$ cat src/rtl/push_stack_pkg.sv
// Shared constants and op encoding for the operand stack and the ALU control decoder.
// Optional next-on-stack/swap support is selected elsewhere with PUSH_STACK_NOS_EN.
package push_stack_pkg;

  localparam int unsigned DefWidth = 4;
  localparam int unsigned DefDepth = 8;

  // Encoding is {push, pop}, so a concatenation of the two strobes casts directly.
  typedef enum logic [1:0] {
    OpNop     = 2'b00,
    OpPop     = 2'b01,
    OpPush    = 2'b10,
    OpReplace = 2'b11
  } op_e;

  function automatic int unsigned count_width(input int unsigned depth);
    return $clog2(depth + 1);
  endfunction

  function automatic int unsigned addr_width(input int unsigned depth);
    return (depth < 2) ? 1 : $clog2(depth);
  endfunction

endpackage

$ cat src/rtl/push_stack_mem.sv
// DEPTH x WIDTH register array: one synchronous write port plus combinational top read.
// With PUSH_STACK_NOS_EN it also reads next-on-stack and can exchange the top two entries.
module push_stack_mem
  import push_stack_pkg::*;
#(
  parameter int unsigned WIDTH = DefWidth,
  parameter int unsigned DEPTH = DefDepth,
  parameter int unsigned AW    = addr_width(DEPTH)
) (
  input  logic             clk_i,
  input  logic             we_i,
  input  logic [AW-1:0]    waddr_i,
  input  logic [WIDTH-1:0] wdata_i,
  input  logic [AW-1:0]    top_idx_i,
`ifdef PUSH_STACK_NOS_EN
  input  logic             swap_i,
  output logic [WIDTH-1:0] nos_o,
`endif
  output logic [WIDTH-1:0] top_o
);

  logic [WIDTH-1:0] mem_q [DEPTH];

`ifdef PUSH_STACK_NOS_EN
  logic [AW-1:0] nos_idx;
  assign nos_idx = top_idx_i - AW'(1);
  assign nos_o   = mem_q[nos_idx];

  // A write and a swap are never requested together; the write wins if they were.
  always_ff @(posedge clk_i) begin
    if (we_i) begin
      mem_q[waddr_i] <= wdata_i;
    end else if (swap_i) begin
      mem_q[top_idx_i] <= mem_q[nos_idx];
      mem_q[nos_idx]   <= mem_q[top_idx_i];
    end
  end
`else
  always_ff @(posedge clk_i) begin
    if (we_i) begin
      mem_q[waddr_i] <= wdata_i;
    end
  end
`endif

  assign top_o = mem_q[top_idx_i];

endmodule

$ cat src/rtl/push_stack.sv
// LIFO operand stack with occupancy, full/empty status and sticky overflow/underflow flags.
// Define PUSH_STACK_NOS_EN to add the NOS output and SWAP input.
module push_stack
  import push_stack_pkg::*;
#(
  parameter int unsigned WIDTH = DefWidth,
  parameter int unsigned DEPTH = DefDepth,
  parameter int unsigned CW    = count_width(DEPTH)
) (
  input  logic             clk_i,
  input  logic             rst_i,
  input  logic             push_i,
  input  logic             pop_i,
  input  logic [WIDTH-1:0] din_i,
`ifdef PUSH_STACK_NOS_EN
  input  logic             swap_i,
  output logic [WIDTH-1:0] nos_o,
`endif
  output logic [WIDTH-1:0] dout_o,
  output logic             empty_o,
  output logic             full_o,
  output logic [CW-1:0]    count_o,
  output logic             ovf_o,
  output logic             unf_o
);

  localparam int unsigned AW = addr_width(DEPTH);

  logic [CW-1:0]    count_q, count_d;
  logic             ovf_q, ovf_d;
  logic             unf_q, unf_d;
  logic             we;
  logic [AW-1:0]    waddr;
  logic [AW-1:0]    top_idx;
  logic [WIDTH-1:0] top_rd;
  logic             empty, full;
  op_e              op;

  assign empty   = (count_q == '0);
  assign full    = (count_q == CW'(DEPTH));
  // Garbage when empty; every consumer is gated by empty.
  assign top_idx = AW'(count_q - CW'(1));
  assign op      = op_e'({push_i, pop_i});

  always_comb begin
    count_d = count_q;
    ovf_d   = ovf_q;
    unf_d   = unf_q;
    we      = 1'b0;
    waddr   = top_idx;
    unique case (op)
      OpPush: begin
        if (full) begin
          ovf_d = 1'b1;
        end else begin
          we      = 1'b1;
          waddr   = AW'(count_q);
          count_d = count_q + CW'(1);
        end
      end
      OpPop: begin
        if (empty) begin
          unf_d = 1'b1;
        end else begin
          count_d = count_q - CW'(1);
        end
      end
      OpReplace: begin
        we = 1'b1;
        // Replace on an empty stack degenerates to a plain push into slot 0.
        if (empty) begin
          waddr   = '0;
          count_d = CW'(1);
        end
      end
      default: ;
    endcase
  end

  always_ff @(posedge clk_i) begin
    if (rst_i) begin
      count_q <= '0;
      ovf_q   <= 1'b0;
      unf_q   <= 1'b0;
    end else begin
      count_q <= count_d;
      ovf_q   <= ovf_d;
      unf_q   <= unf_d;
    end
  end

`ifdef PUSH_STACK_NOS_EN
  logic             swap_en;
  logic [WIDTH-1:0] nos_rd;

  assign swap_en = swap_i && (op == OpNop) && (count_q >= CW'(2)) && !rst_i;
  assign nos_o   = (count_q >= CW'(2)) ? nos_rd : '0;
`endif

  push_stack_mem #(
    .WIDTH (WIDTH),
    .DEPTH (DEPTH),
    .AW    (AW)
  ) u_mem (
    .clk_i     (clk_i),
    .we_i      (we && !rst_i),
    .waddr_i   (waddr),
    .wdata_i   (din_i),
    .top_idx_i (top_idx),
`ifdef PUSH_STACK_NOS_EN
    .swap_i    (swap_en),
    .nos_o     (nos_rd),
`endif
    .top_o     (top_rd)
  );

  assign dout_o  = empty ? '0 : top_rd;
  assign empty_o = empty;
  assign full_o  = full;
  assign count_o = count_q;
  assign ovf_o   = ovf_q;
  assign unf_o   = unf_q;

endmodule
$ cat config.mk
export PLATFORM = sky130hd
export DESIGN_NAME = push_stack
export DESIGN_NICKNAME = d
export VERILOG_FILES = /design/src/rtl/push_stack_pkg.sv /design/src/rtl/push_stack_mem.sv /design/src/rtl/push_stack.sv
export SDC_FILE = /design/constraint.sdc
export NUM_CORES = 1
export LEC_CHECK = 0
export ABC_AREA = 1
export ABC_CLOCK_PERIOD_IN_PS = 2900
export CAP_MARGIN = 5
export CELL_PAD_IN_SITES_DETAIL_PLACEMENT = 0
export CELL_PAD_IN_SITES_GLOBAL_PLACEMENT = 2
export CORE_AREA = 2 2 76 78
export CTS_CLUSTER_DIAMETER = 80
export DETAILED_ROUTE_END_ITERATION = 8
export DIE_AREA = 0 0 78 80
export PLACE_DENSITY_LB_ADDON = 0.1
export SETUP_SLACK_MARGIN = 0.5
export SLEW_MARGIN = 15
export SYNTH_ARGS = -nofsm -noshare
export SYNTH_HDL_FRONTEND = slang
export SYNTH_SLANG_ARGS = --single-unit
export TNS_END_PERCENT = 20
$ cat constraint.sdc
create_clock -name clk_i -period 2.9 [get_ports clk_i]
set_clock_uncertainty 0.1 [all_clocks]
set_input_delay 0.58 -clock clk_i [delete_from_list [all_inputs] [get_ports clk_i]]
set_output_delay 0.58 -clock clk_i [all_outputs]
set_load 0.01 [all_outputs]
[Word level (Yosys, flattened, before mapping)]
Memory sizes are Yosys's and may differ from the RTL's.
Cells that the tools add are included.
Storage, ports and cells
  bits in registers: 6
  RAM bits: 32
  memories kept: 1
Memory list
  u_mem.mem_q: depth 8, width 4, rd ports 1, clocked after memory_dff 0, wr ports 1, RTL line push_stack_mem.sv:22  | logic [WIDTH-1:0] mem_q [DEPTH];
Operators by class
  $add $sub $neg: 2
  equality and inequality tests: 7
  muxes and demuxes: 12
  reduce and logical (&&, ||, !) cells: 7
Operators by type and width (number)
  two-way mux 4 bit: 4
  one-hot mux 4 bit (3 select lines): 1
  two-way mux 3 bit: 2
  inequality test 2 bit (second input constant): 3
  one-hot mux 3 bit (2 select lines): 1
  adder 4 x 1 -> 4 bit (second input constant): 1
  == test 2 bit (second input constant): 2
  == test 4 bit (second input constant): 1
  logical NOT 4 bit: 1
  AND reduction 2 bit: 2
  AND reduction 4 bit: 1
  subtractor 4 x 1 -> 4 bit (second input constant): 1
  two-way mux 1 bit: 3
  nonzero test 3 bit: 1
  == test 2 x 1 -> 1 bit (second input constant): 1
  one-hot mux 1 bit (2 select lines): 1
  logical AND 1 bit: 1
  logical NOT 1 bit: 1

[Logic depth before layout (Yosys ltp)]
Gate-level depths: netlist of run 1.
  depth in word-level cells: 6
  mapped depth: 11
  depth with buffers taken out: 10

[Modules after synthesis]
From an unflattened synthesis of run 1, not the netlist that was laid out.
Unflattened totals
  cells, all modules: 250
  area, all modules: 2049.5 um^2
By module, submodules not included
  push_stack_mem: times used 1, cells an instance 156, area each 1487.7 um^2, sequential area each 960.9 um^2
  push_stack: times used 1, cells an instance 94, area each 561.8 um^2, sequential area each 120.1 um^2

[Worst setup path after synthesis of run 1]
OpenSTA, ideal clock, no wires.
  path kind: register -> output
  start: register count_q[0] (netlist: count_o[0])
  end: output dout_o[2]
  data arrival time: 1.724 ns
  required time: 2.220 ns
  slack: 0.496 ns
  stages on the path, launching flop included: 10
  buffers on the path: 2
  path through: dfxtp_1 > inv_1 > buf_2 > ha_1 > inv_1 > buf_2 > o21ai_0 > o21ai_0 > o21ai_0 > nor2_1
On the way
  longest elaborated chain between the ends: 3
  elaborated cells between the ends (all ways): 4
  those cells by class: add/sub (1); mux (1); reduce/logical (1); memory (1)
RTL lines
  from (decl): RTL line push_stack.sv:29  | logic [CW-1:0] count_q, count_d;
  from (signal assigned): RTL line push_stack.sv:86  | count_q <= count_d;
  subtractor 4 x 1 -> 4 bit
  memory read (8 x 4 bit)
  two-way mux 4 bit *: RTL line push_stack.sv:117  | assign dout_o = empty ? '0 : top_rd;
  to (decl): RTL line push_stack.sv:19  | output logic [WIDTH-1:0] dout_o,
Mark *: on every way between the ends. The rest lies on a longest branch, timed or not.

[Worst setup path in the final report of run 1]
  start: register count_q[0] (netlist: count_o[0])
  end: output dout_o[3]
Same word-level chain as after synthesis.

==> impl_metrics.ini, run 1 <==
[placement]
port_buffers = 19
gp_congestion = 0.794
post-dp-hpwl_mm = 3.14
placedCellCount = 286

[cts]
clk_latency_ps = 280
cts.htree.levels = 2
cts_num_sinks = 38
numCtsBuffers = 5
cts_tree = built
cts.clk_slew.worst_paths_ps = 70
cts_root_buf = clkbuf_8
clk_path_buf_depth = 2

[flow_run]
timing.max_cap.violations = 0

[critical_path]
cp_top_family = buffers and inverters
critPathSlowestCell = dfxtp_2
end_kind = output pin
arrival_ps = 1790
critPathKind = reg2out
startpoint_type = register
crit_fanout = 6
crit_buf_inv = 4
cpPeakStageDelay_ps = 350
worstPathRequired_ps = 2220
path_cells = inv_4, ha_4, buf_4, buf_4, nor2_1, o21ai_0, o21ai_1, o21ai_1, nor2_1, buf_2

[pwr]
leakage_nw = 0.912
comb_power_share_pct = 33.3
power_frac_seq_pct = 36.7
power.share.switching_pct = 30.6
power_frac_clock_pct = 30.0
powerDensity_nw_per_um2 = 739
peakVddDrop_mv = 0.365
p_int_w = 0.00121
p_sw_w = 0.000533

[yosys]
synth_fp_nets = 204
yosysWarningCount = 0
syn_area_per_cell_um2 = 9.46
synth_area_um2 = 1830
synth_xor_area_share_pct = 0.960
synth_top_family_by_area = simple AND/OR/NAND/NOR gates
synth_compound_area_share_pct = 9.32
synthSimpleGateAreaFrac_pct = 24.3
synth_area_leaders = edfxtp_1 (53%), nor2_1 (10%), o21ai_0 (6.9%), dfxtp_1 (6.6%), nand2_1 (3.9%)
synthMuxAreaShare_pct = 0
synth_area_leader_cell = edfxtp_1
synth.yosys.seq_area_share_pct = 59.2
synthAdderAreaFrac_pct = 2.06
synth-seq-cells = 38
netlist.area_leader.share_pct = 52.6
syn_inst = 193
synth_cell_types = 23

[grt]
overflow = 0
grt_max_degree = 22
track_usage_pct = 15.3
grt_pass1_vias = 1430
grt_antenna_before_repair = 0
grt_pass1_wl_mm = 7.31

[die]
die_area_um2 = 6240
num_rows = 27
core_um2 = 5410
die-height_um = 80
initial_core_util_pct = 33.8
ios = 20
fp.dieW_um = 78

[timing]
hold_viol = 0
min_period_ps = 2470
fin_setup_tns_ps = 0
fin_crit_sh_pct = 85.0
worst_pin_slew_ps = 383
finalHoldWorstSlack_ps = 374
relSlewSlack_pct = 74.4
drv_slew = 0
finalSetupViolations = 0
rsz0062_at_grt = true
max_freq_mhz = 406

[layout]
synthToLayoutAreaGrowth_pct = 29.2
nets = 241
fin_cells = 303
final_cell_mix = nor2_1 (50), edfxtp_1 (32), nand2_1 (19)
layout-drive-gt1-share_pct = 22.1
num_antenna_cells = 0
final_common_cell = nor2_1

[detailed_routing]
drc_errors = 0
post_drt_wl_per_cell_um = 14.6
antenna_left = 0
avgViaCountPerCell = 4.67
wl_mm = 4.41
drt-initial-drc-count = 105
vias = 1416
dr.pass1.iters = 4

[hold_path]
hold_class = reg2reg

[outcome]
status = completed
layer usage:
layer,vias up,global-route usage [%],part of all wire (%)
met3,6,3.62,3.8
met2,27,23.1,44
met4,0,5.26,1.3
met5,-,0,0
li1,730,-,-
met1,653,21.5,51
area by class of cell:
class / instances / area (um2)
Fill cell: 535 / 3050
Sequential cell: 38 / 1080
Multi-Input combinational cell: 136 / 694
Timing Repair Buffer: 34 / 289
Tap cell: 72 / 90.1
Clock buffer: 5 / 68.8
Clock inverter: 3 / 63.8
Inverter: 14 / 61.3
Timing Repair inverter: 1 / 7.51
flip-flops by register name, indices dropped and copies added, names as in the netlist:
signal,flops
ovf_o,1
unf_o,1
count_o,4
u_mem.mem_q,32
worst register-to-register path, stage by stage, from the launching register on:
cell,delay [ps]
dfxtp_2,340
buf_4,210
ha_1,240
or2_2,280
nand3_1,110
nand2_1,80
nor2_2,120
nand3_1,100
nor2_1,320
stage by stage:
step / setup WS [ps] / cell area (um2) / total power, W / util, %
2_1_floorplan: 589 / 1840 / 0.000962 / -
3_3_place_gp: 202 / 2150 / 0.00118 / 39.7
3_5_place_dp: 181 / 2150 / 0.00118 / 39.7
4_1_cts: 471 / 2340 / 0.00175 / 43.3
5_1_grt: 291 / 2360 / 0.00185 / 43.6
6_report: 434 / 2360 / 0.00174 / 43.6
kinds of logic after synthesis:
| group | after synthesis |
|---|---|
| and+or+nand+nor | 98 |
| DFF | 38 |
| AOI/OAI and AO/OA | 33 |
| buffers and inverters | 19 |
| adders and majority gates | 3 |
| xor gates and xnor gates | 2 |
final timing paths:
| check | to | slack, ps | start | depth (start not counted) |
|---|---|---|---|---|
| setup / recovery | dout_o[3] | 430 | count_o[0] | 10 |
| hold / removal | unf_o | 370 | unf_o | 2 |
| setup reg to reg | u_mem.mem_q[0][1] | 660 | count_o[0] | 8 |
| hold reg to reg | unf_o | 370 | unf_o | 2 |
cells in the mapped netlist (all sizes together):
library cell / number
nor2: 53
edfxtp: 32
nand2: 27
o21ai: 26
nand3: 16
inv: 13
dfxtp: 6
buf: 4
o22ai: 4
a21oi: 3
ha: 3
xnor2: 2
clkbuf: 1
clkinv: 1
nand4: 1
or2: 1
power groups by stage:
stage / Sequential [W] / Combinational [W] / Clock [W]
2_1_floorplan: 0.000652 / 0.000310 / 0
3_3_place_gp: 0.000648 / 0.000534 / 0
3_5_place_dp: 0.000648 / 0.000530 / 0
4_1_cts: 0.000639 / 0.000572 / 0.000536
5_1_grt: 0.000642 / 0.000650 / 0.000559
6_report: 0.000640 / 0.000581 / 0.000523
timing repair:
| item | CTS | global route |
|---|---|---|
| hold endpoints to repair | 0 | 0 |
| setup endpoints to repair | 10 | 34 |
| gates resized for setup | 36 | 4 |
| hold buffers | 0 | 0 |
| buffers inserted | 6 | 2 |
| cloned | 1 | 0 |
| pin swaps | 7 | 4 |
Power figures use the tool's default switching activity.
==> run 2: changes to the inputs <==
- CORE_AREA: 2 2 76 78 -> 2 2 81 83
- DIE_AREA: 0 0 78 80 -> 0 0 83 85
- SYNTH_HIERARCHICAL: unset -> 1
==> run 2 against run 1 <==
Register-to-register slack improved by 190 ps. Wire length rose by 8.9%. Non-clock buffer count fell by 3. Final cell count rose by 19%. Die area rose by 13%. Power fell by 3.1%. Core utilization fell by 1.8 points. Count of clock-buffer cells in the layout did not move. Clock power fell by 31%. Highest routed layer unchanged. Global-route usage fell by 0.47 points.
==> impl_metrics.ini, run 2 <==
[outcome]
status = completed

[layout]
nets = 294
regMostFlops = u_mem/mem_q
synthToLayoutAreaGrowth_pct = 26.6
fin_cells = 361
largest_reg_flops = 32
final_common_cell = nand2_1
layout-drive-gt1-share_pct = 23.2
final_cell_mix = nand2_1 (69), inv_1 (48), edfxtp_1 (32), nand3_1 (21), nor2_1 (19)
num_antenna_cells = 0

[timing]
rsz0062_at_grt = true
relSlewSlack_pct = 76.2
finalHoldWorstSlack_ps = 392
max_freq_mhz = 423
hold_viol = 0
finalSetupViolations = 0
min_period_ps = 2370
drv_slew = 0
worst_pin_slew_ps = 356
fin_crit_sh_pct = 81.6

[critical_path]
cp_top_family = buffers and inverters
worstReg2RegStart = count_o[2]
reg2reg_slack_ps = 850
worstPathRequired_ps = 2220
crit_buf_inv = 6
cp_num_cells = 11
crit_fanout = 6
startpoint_type = register
end_kind = output pin
path_cells = inv_2, buf_6, ha_4, xor2_2, buf_6, inv_6, nand2_1, nand2_1, inv_1, nor2_1, buf_2
arrival_ps = 1690
r2r-end = u_mem/mem_q[7][3]
critPathKind = reg2out
critPathSlowestCell = dfxtp_2
rr_worst_depth = 10
cpPeakStageDelay_ps = 340

[detailed_routing]
avgViaCountPerCell = 4.32
drc_errors = 0
drt-initial-drc-count = 64
dr.pass1.iters = 4
vias = 1559
post_drt_wl_per_cell_um = 13.3
antenna_left = 0
wl_mm = 4.81

[die]
die-height_um = 85
fp.dieW_um = 83
num_rows = 29
die_area_um2 = 7060
core_um2 = 6200
ios = 20
initial_core_util_pct = 33.0

[yosys]
synth_area_leader_cell = edfxtp_1
synth_fp_nets = 261
synth_area_um2 = 2050
synth-seq-cells = 38
async_flop_share_pct = 0
syn_area_per_cell_um2 = 8.20
synth_edf_count = 32
synthFlopType = edfxtp_1
netlist.area_leader.share_pct = 46.9
synth_area_leaders = edfxtp_1 (47%), nand2_1 (14%), inv_1 (9.7%), dfxtp_1 (5.9%), nand3_1 (5.1%)
yosysWarningCount = 6
synth_cell_types = 23
yosysMostFrequentCell = nand2_1
syn_inst = 250
synth.yosys.seq_area_share_pct = 52.7
synth_commonest_cells = nand2_1 (75), inv_1 (53), edfxtp_1 (32)

[cts]
hold_buffers = 0
cts.htree.levels = 2
cts_tree = built
cts_root_buf = clkbuf_8
cts.clk_slew.worst_paths_ps = 80
numCtsBuffers = 5
cts_num_sinks = 38
clk_latency_ps = 290
clk_path_buf_depth = 2

[placement]
post-dp-hpwl_mm = 3.58
placedCellCount = 349
port_buffers = 19
gp_congestion = 0.805

[pwr]
leakage_nw = 1.21
powerDensity_nw_per_um2 = 651
peakVddDrop_mv = 0.285

[grt]
grt_pass1_vias = 1579
grt_antenna_before_repair = 0
grt_max_degree = 17
track_usage_pct = 14.8
overflow = 0
grt_pass1_wl_mm = 8.20

[hold_path]
holdPathEnd = unf_o
min-delay-start = unf_o
hold_class = reg2reg
whs_path_depth = 2

[flow_run]
timing.max_cap.violations = 0
run 2: power by group:
group	switching (W)	leakage (nW)	total, W	internal (W)
Combinational	0.000413	0.830	0.000688	0.000275
Clock	0.000199	0.0416	0.000363	0.000165
Sequential	0.0000155	0.339	0.000639	0.000624
Total	0.000627	1.21	0.00169	0.00106
run 2: routing by layer:
metal,up-vias,track usage (%),wire (um)
li1,827,-,-
met1,700,22.7,2510
met2,27,21.6,2030
met3,5,3.21,217
met4,0,3.13,42
met5,-,0,0
run 2: worst register-to-register path, stage by stage (launching register included):
cell and delay, ps:
dfxtp_1 350, buf_4 180, inv_2 90, nand3_2 110
nand2_1 140, nand2_1 80, nand2_1 80, nand2_1 50
o21ai_1 140, nand2_1 160, nor2_2 260
run 2: layout make-up:
class,count,area [um2]
fill,629,3610
sequential,38,1080
multi-input combinational,151,801
timing repair buffer,31,299
inverter,56,230
tap,77,96.3
clock buffer,5,68.8
clock inverter,3,16.3
run 2: logic make-up (layout without fill, tap and decap cells):
kind of cell / after synthesis / count (layout) / synth area share [%]
compound gates: 8 / 8 / 2.69
fa+ha+maj: 3 / 3 / 1.83
buf+inv: 61 / 95 / 12.8
xor+xnor: 1 / 1 / 0.427
flops: 38 / 38 / 52.7
simple gates: 139 / 139 / 29.5
run 2: repair_timing:
action / CTS / global route
gates resized for setup: 41 / 19
pin swaps: 1 / 10
endpoints found under the setup margin: 37 / 37
endpoints found under the hold margin: 0 / 0
setup buffers: 3 / 0
cloned: 0 / 1
run 2: worst max-delay path by stage:
stage / start / end / slack, ps
global placement: pop_i / u_mem/mem_q[2][1] / -40
detailed placement: pop_i / u_mem/mem_q[2][1] / 3
global route: count_o[0] / dout_o[1] / 400
floorplan: count_o[0] / dout_o[0] / 570
CTS: count_o[2] / empty_o / 450
finish: count_o[0] / dout_o[0] / 530
run 2: through the flow:
stage | utilization [%] | power (W) | cell area [um2] | TNS, ps | setup slack, ps
final | 41.8 | 0.00169 | 2590 | 0 | 535
after floorplan | - | 0.00104 | 2050 | 0 | 565
after detailed placement | 37.8 | 0.00126 | 2350 | 0 | 2.75
after global routing | 41.8 | 0.00182 | 2590 | 0 | 396
after CTS | 40.3 | 0.00166 | 2500 | 0 | 448
after global placement | 37.8 | 0.00127 | 2350 | -501 | -38.5
==> run 3: changes to the inputs <==
- ABC_CLOCK_PERIOD_IN_PS: 2900 -> 2450
- clock period: 2.9 -> 2.45 ns (I/O delays scaled with it)
==> run 3 against run 2 <==
Register-to-register slack worse by 540 ps. Sequential power up 19%. Non-clock buffer count up 27. Critical endpoint is now dout_o[1]. Largest cell class unchanged.
==> impl_metrics.ini, run 3 (synthesis gave the netlist of run 2 again) <==
[timing]
fin_crit_sh_pct = 98.2
relSlewSlack_pct = 78.1
finalSetupViolations = 0
drv_slew = 0
finalHoldWorstSlack_ps = 373
hold_viol = 0
min_period_ps = 2410
max_freq_mhz = 415
worst_pin_slew_ps = 327
rsz0062_at_grt = true

[detailed_routing]
dr.pass1.iters = 4
drt-initial-drc-count = 64
post_drt_wl_per_cell_um = 12.6
wl_mm = 4.87
vias = 1663
avgViaCountPerCell = 4.30
antenna_left = 0
drc_errors = 0

[pwr]
powerDensity_nw_per_um2 = 771
p_int_w = 0.00146
power.share.switching_pct = 34.6
leakage_nw = 1.43
power_frac_clock_pct = 22.4
peakVddDrop_mv = 0.351
p_sw_w = 0.000776
comb_power_share_pct = 43.7
power_frac_seq_pct = 33.9
p_total_w = 0.00224

[critical_path]
rr_worst_depth = 12
critPathKind = reg2out
worstPathRequired_ps = 1860
reg2reg_slack_ps = 310
crit_fanout = 6
worstReg2RegStart = count_o[0]
endpoint = dout_o[1]
end_kind = output pin
arrival_ps = 1820
critPathLaunch = count_o[0]
startpoint_type = register
r2r-end = u_mem/mem_q[0][2]

[die]
die_area_um2 = 7060
core_um2 = 6200
fp.dieW_um = 83
initial_core_util_pct = 33.0
die-height_um = 85
num_rows = 29
ios = 20

[placement]
port_buffers = 19
post-dp-hpwl_mm = 3.75
placedCellCount = 370
gp_congestion = 0.752

[layout]
final_common_cell = nand2_1
largest_reg_flops = 32
regMostFlops = u_mem/mem_q
nets = 321
fin_cells = 387
final_cell_mix = nand2_1 (67), inv_1 (46), edfxtp_1 (32), buf_4 (28), nor2_1 (18)
layout-drive-gt1-share_pct = 35.2
synthToLayoutAreaGrowth_pct = 41.8
num_antenna_cells = 0

[cts]
clk_latency_ps = 280
hold_buffers = 0
clk_path_buf_depth = 2
cts_tree = built
numCtsBuffers = 5
cts.htree.levels = 2
cts_root_buf = clkbuf_8
cts.clk_slew.worst_paths_ps = 70
cts_num_sinks = 38

[grt]
grt_max_degree = 18
overflow = 0
grt_pass1_vias = 1628
grt_pass1_wl_mm = 8.16
track_usage_pct = 15.1
grt_antenna_before_repair = 0

[hold_path]
hold_class = reg2reg

[outcome]
status = completed

[flow_run]
timing.max_cap.violations = 0
[run 3: changes by cell type in the layout (fill, tap and decap cells not counted), sizes merged]
cell and delta:
dlymetal6s2s +2, inv -1, clkdlybuf4s50 -4, clkinv -1, dlygate4sd2 +1, buf +28, bufinv +1
[run 3: cell type report]
class                      count  area (um2)
clock inverter                 2        33.8
inverter                      56         229
multi-input combinational    151         881
timing repair buffer          58         504
sequential                    38        1090
tap                           77        96.3
fill                         617        3300
clock buffer                   5        68.8
[run 3: metal layers]
metal | vias to the layer above | global-route usage [%] | routed length (um)
li1 | 885 | - | -
met4 | 0 | 4.92 | 71
met5 | - | 0 | 0
met3 | 6 | 3.40 | 153
met2 | 20 | 23.1 | 2110
met1 | 752 | 21.3 | 2540
[run 3: metrics by stage]
step / cell area, um2 / utilization, % / worst slack [ps] / TNS [ps]
5_1_grt: 2910 / 46.8 / -80.3 / -231
3_3_place_gp: 2540 / 40.9 / -58.0 / -914
4_1_cts: 2800 / 45.2 / 111 / 0
6_report: 2910 / 46.8 / 43.2 / 0
2_1_floorplan: 2090 / - / 516 / 0
3_5_place_dp: 2540 / 40.9 / -71.8 / -1450
[run 3: worst min-delay path by stage]
stage | slack (ps) | cells after the start | end | startpoint
3_5_place_dp | 370 | 2 | unf_o | unf_o
4_1_cts | 390 | 2 | unf_o | unf_o
3_3_place_gp | 360 | 2 | unf_o | unf_o
2_1_floorplan | 400 | 2 | unf_o | unf_o
6_report | 370 | 2 | unf_o | unf_o
5_1_grt | 430 | 2 | ovf_o | ovf_o
[run 3: repair_timing]
item	CTS	global route
endpoints found under the hold margin	0	0
buffers inserted	8	2
pin swaps	9	18
resized for setup	50	30
setup endpoints to repair	38	40
[run 3: power groups by stage]
| stage | clock network [W] | logic [W] | registers (W) |
|---|---|---|---|
| after floorplan | 0 | 0.000486 | 0.000781 |
| after global placement | 0 | 0.000809 | 0.000768 |
| after detailed placement | 0 | 0.000805 | 0.000769 |
| after CTS | 0.000513 | 0.000933 | 0.000754 |
| after global routing | 0.000546 | 0.00109 | 0.000762 |
| final | 0.000501 | 0.000979 | 0.000759 |
[run 3: critical path, stage by stage, from the launching register on]
cell	delay [ps]
dfxtp_4	370
inv_6	40
ha_4	270
clkinvlp_4	140
inv_4	120
buf_6	110
nand3_2	60
nand2_1	70
nand2_1	50
nand2_1	80
inv_2	40
nor2_2	60
buf_2	130
==> RTL edit 1, RTL diff (config.mk and constraints of run 1) <==
Add a define of `PUSH_STACK_NOS_EN`.
--- a/src/rtl/push_stack_mem.sv
+++ b/src/rtl/push_stack_mem.sv
@@ -2,2 +2,4 @@
 // With PUSH_STACK_NOS_EN it also reads next-on-stack and can exchange the top two entries.
+`define PUSH_STACK_NOS_EN
+
 module push_stack_mem
Ports: changed (added nos_o and swap_i); port bits go from 20 to 25. No check against the original RTL was run, so the function may have changed too.
==> RTL edit 1 against run 1 <==
  * The run now fails in global placement without I/O
  * Area after synthesis is 65% higher
==> RTL edit 1: results (changes against run 1) <==
number of synthesized flops with an enable pin 32 (unchanged); Synth top cells by count 199 x nand2_1, 50 x nand3_1, 43 x nor2_1; Synthesis Warnings 0 (unchanged); Yosys cell types 25 (+8.7%); sequential share of the synthesized area 35.8% (-23 points); Fail Step global placement without I/O; Mean Syn Cell Area 6.53 um2 (-31%); post-synth net total 476 (+130%); ys async rst share 0% (unchanged); Error [ERROR FLW-0024] Place density exceeds 1.0 (current PLACE_DENSITY_LB_ADDON =  0.1). Please check if the value of  PLACE_DENSITY_LB_ADDON is between 0 and 0.99.; Syn Inst Count 462 (+140%); status did not finish; top post-synthesis cells by area edfxtp_1 32%, nand2_1 25%, nand3_1 8.3%; Synth Register Bits 38 (unchanged)
-- RTL edit 1: kinds of logic after synthesis --
kind of cell	Yosys count	synth area share [%]
AOI/OAI and AO/OA	43	7.13
xor gates and xnor gates	1	0.290
adders and majority gates	5	2.07
buffers and inverters	56	9.29
DFF	38	35.8
and+or+nand+nor	319	45.4
==> RTL edit 2, RTL diff (config.mk and constraints of run 1) <==
Without the edit above. Put one more register stage on the output `count_o`, without a reset. The value now appears one clock later. The other outputs are not delayed to match.
--- a/src/rtl/push_stack.sv
+++ b/src/rtl/push_stack.sv
@@ -119,3 +119,5 @@
   assign full_o  = full;
-  assign count_o = count_q;
+  always_ff @(posedge clk_i) begin
+    count_o <= count_q;
+  end
   assign ovf_o   = ovf_q;
Function: changed (a bounded check fails within 4 cycles, from zero or initial values and one cycle with rst_i high).
==> RTL edit 2 against run 1 <==
  * Cell area is 6.2% higher
  * Via count is 5.5% higher
  * Area after synthesis grew 6.6%
  * Fmax grew 3.0%
  * Register-to-register slack improved by 0.04 ns
  * Worst setup slack improved by 0.072 ns
  * Sequential cell count up 4
  * Wire length increased by 1.1%
  * Critical path type unchanged
  * First-iteration DRC count is 2.9% higher
  * Largest power group unchanged
  * Power grew 4.1%
==> RTL edit 2: results (changes against run 1) <==
status complete, no violations; global-route wire length before repair 7380 um (+1.0%); Post-CTS Setup Inserts 5 (-1); Worst EP arrival 1.71 ns (-0.08 ns); DR iter-0 viols 108 (+2.9%); FILL cells 530 (-0.93%); Crit Path Max Fanout 8 (+2); Placed Area 2240 um2 (+4.1%); top post-synthesis cells by area edfxtp_1 49%, dfxtp_1 10%, nor2_1 9.6%; post_cts resized 38 (+5.6%); placed cells 288 (+0.70%); Hold Path Sink count_o[3]; Synth Register Bits 42 (+11%); via count 1494 (+5.5%); Min-Delay Startpoint count_q[3]; Seq area share 46.5% (+0.54 points); met1 WL 2100 um (-5.9%); worst slew pin tran 0.418 ns (+0.0347 ns); Comb power frac 35.6% (+2.3 points); Global Route Usage Sum 15.8% (+0.53 points); largest net degree at the start of global routing 23 (+4.5%); global-route met1 utilization 22.6% (+1.0 points); r2r startpoint count_q[0]; met3 Use GR 3.39% (-0.23 points); post-synth net total 208 (+2.0%); share of cells above drive strength 1 23.7% (+1.6 points); signal buffers share of area 12.9% (+0.69 points); Mean Syn Cell Area 9.88 um2 (+4.5%); Via density 4.91 (+5.2%); slowest CP cell clkdlybuf4s50_1; multi-input gates 135 (-0.74%); Leak 0.956 nW (+4.8%); R2R Path End u_mem.mem_q[0][3]; Detailed Place HPWL 3200 um (+2.1%); Crit path largest cell delay 0.54 ns (+0.19 ns); Synth Area in Compound Gates 9.00% (-0.32 points); Non-clock buffers 33 (-2.9%); Post-Synth Adder-Cell Area 1.93% (-0.13 points); Clk power 0.463 mW (-11%); M2 GR Usage 24.5% (+1.4 points); sequential share of the synthesized area 59.6% (+0.42 points); Synth Area in XOR/XNOR 1.29% (+0.33 points); Min-Delay Path Depth 0 (-2); fraction of area in multi-input gates 29.3% (-0.11 points); Clock buf/inv share 4.50% (-1.1 points); area growth from synthesis to layout 28.6%
RTL edit 2: worst max-delay path: cells and delay by family, from the launching register on:
| family | cells | cell delay (ns) |
|---|---|---|
| AND/OR/NAND/NOR | 1 | 0.14 |
| buffers and inverters | 3 | 0.76 |
| adder cells (fa/ha/maj) | 1 | 0.19 |
| flip-flops | 1 | 0.33 |
RTL edit 2: logic make-up (layout without fill, tap and decap cells):
| kind of cell | after synthesis | count (layout) |
|---|---|---|
| fa+ha+maj | 3 | 3 |
| flops | 42 | 42 |
| xor+xnor | 2 | 2 |
| compound gates | 34 | 34 |
| simple gates | 96 | 96 |
| buf+inv | 20 | 55 |
RTL edit 2: how the worst max path moves through the flow:
stage / startpoint / endpoint
6_report: count_q[1] / empty_o
3_5_place_dp: count_q[0] / dout_o[1]
2_1_floorplan: count_q[0] / dout_o[2]
4_1_cts: count_q[0] / dout_o[1]
5_1_grt: count_q[0] / dout_o[1]
3_3_place_gp: count_q[0] / dout_o[0]
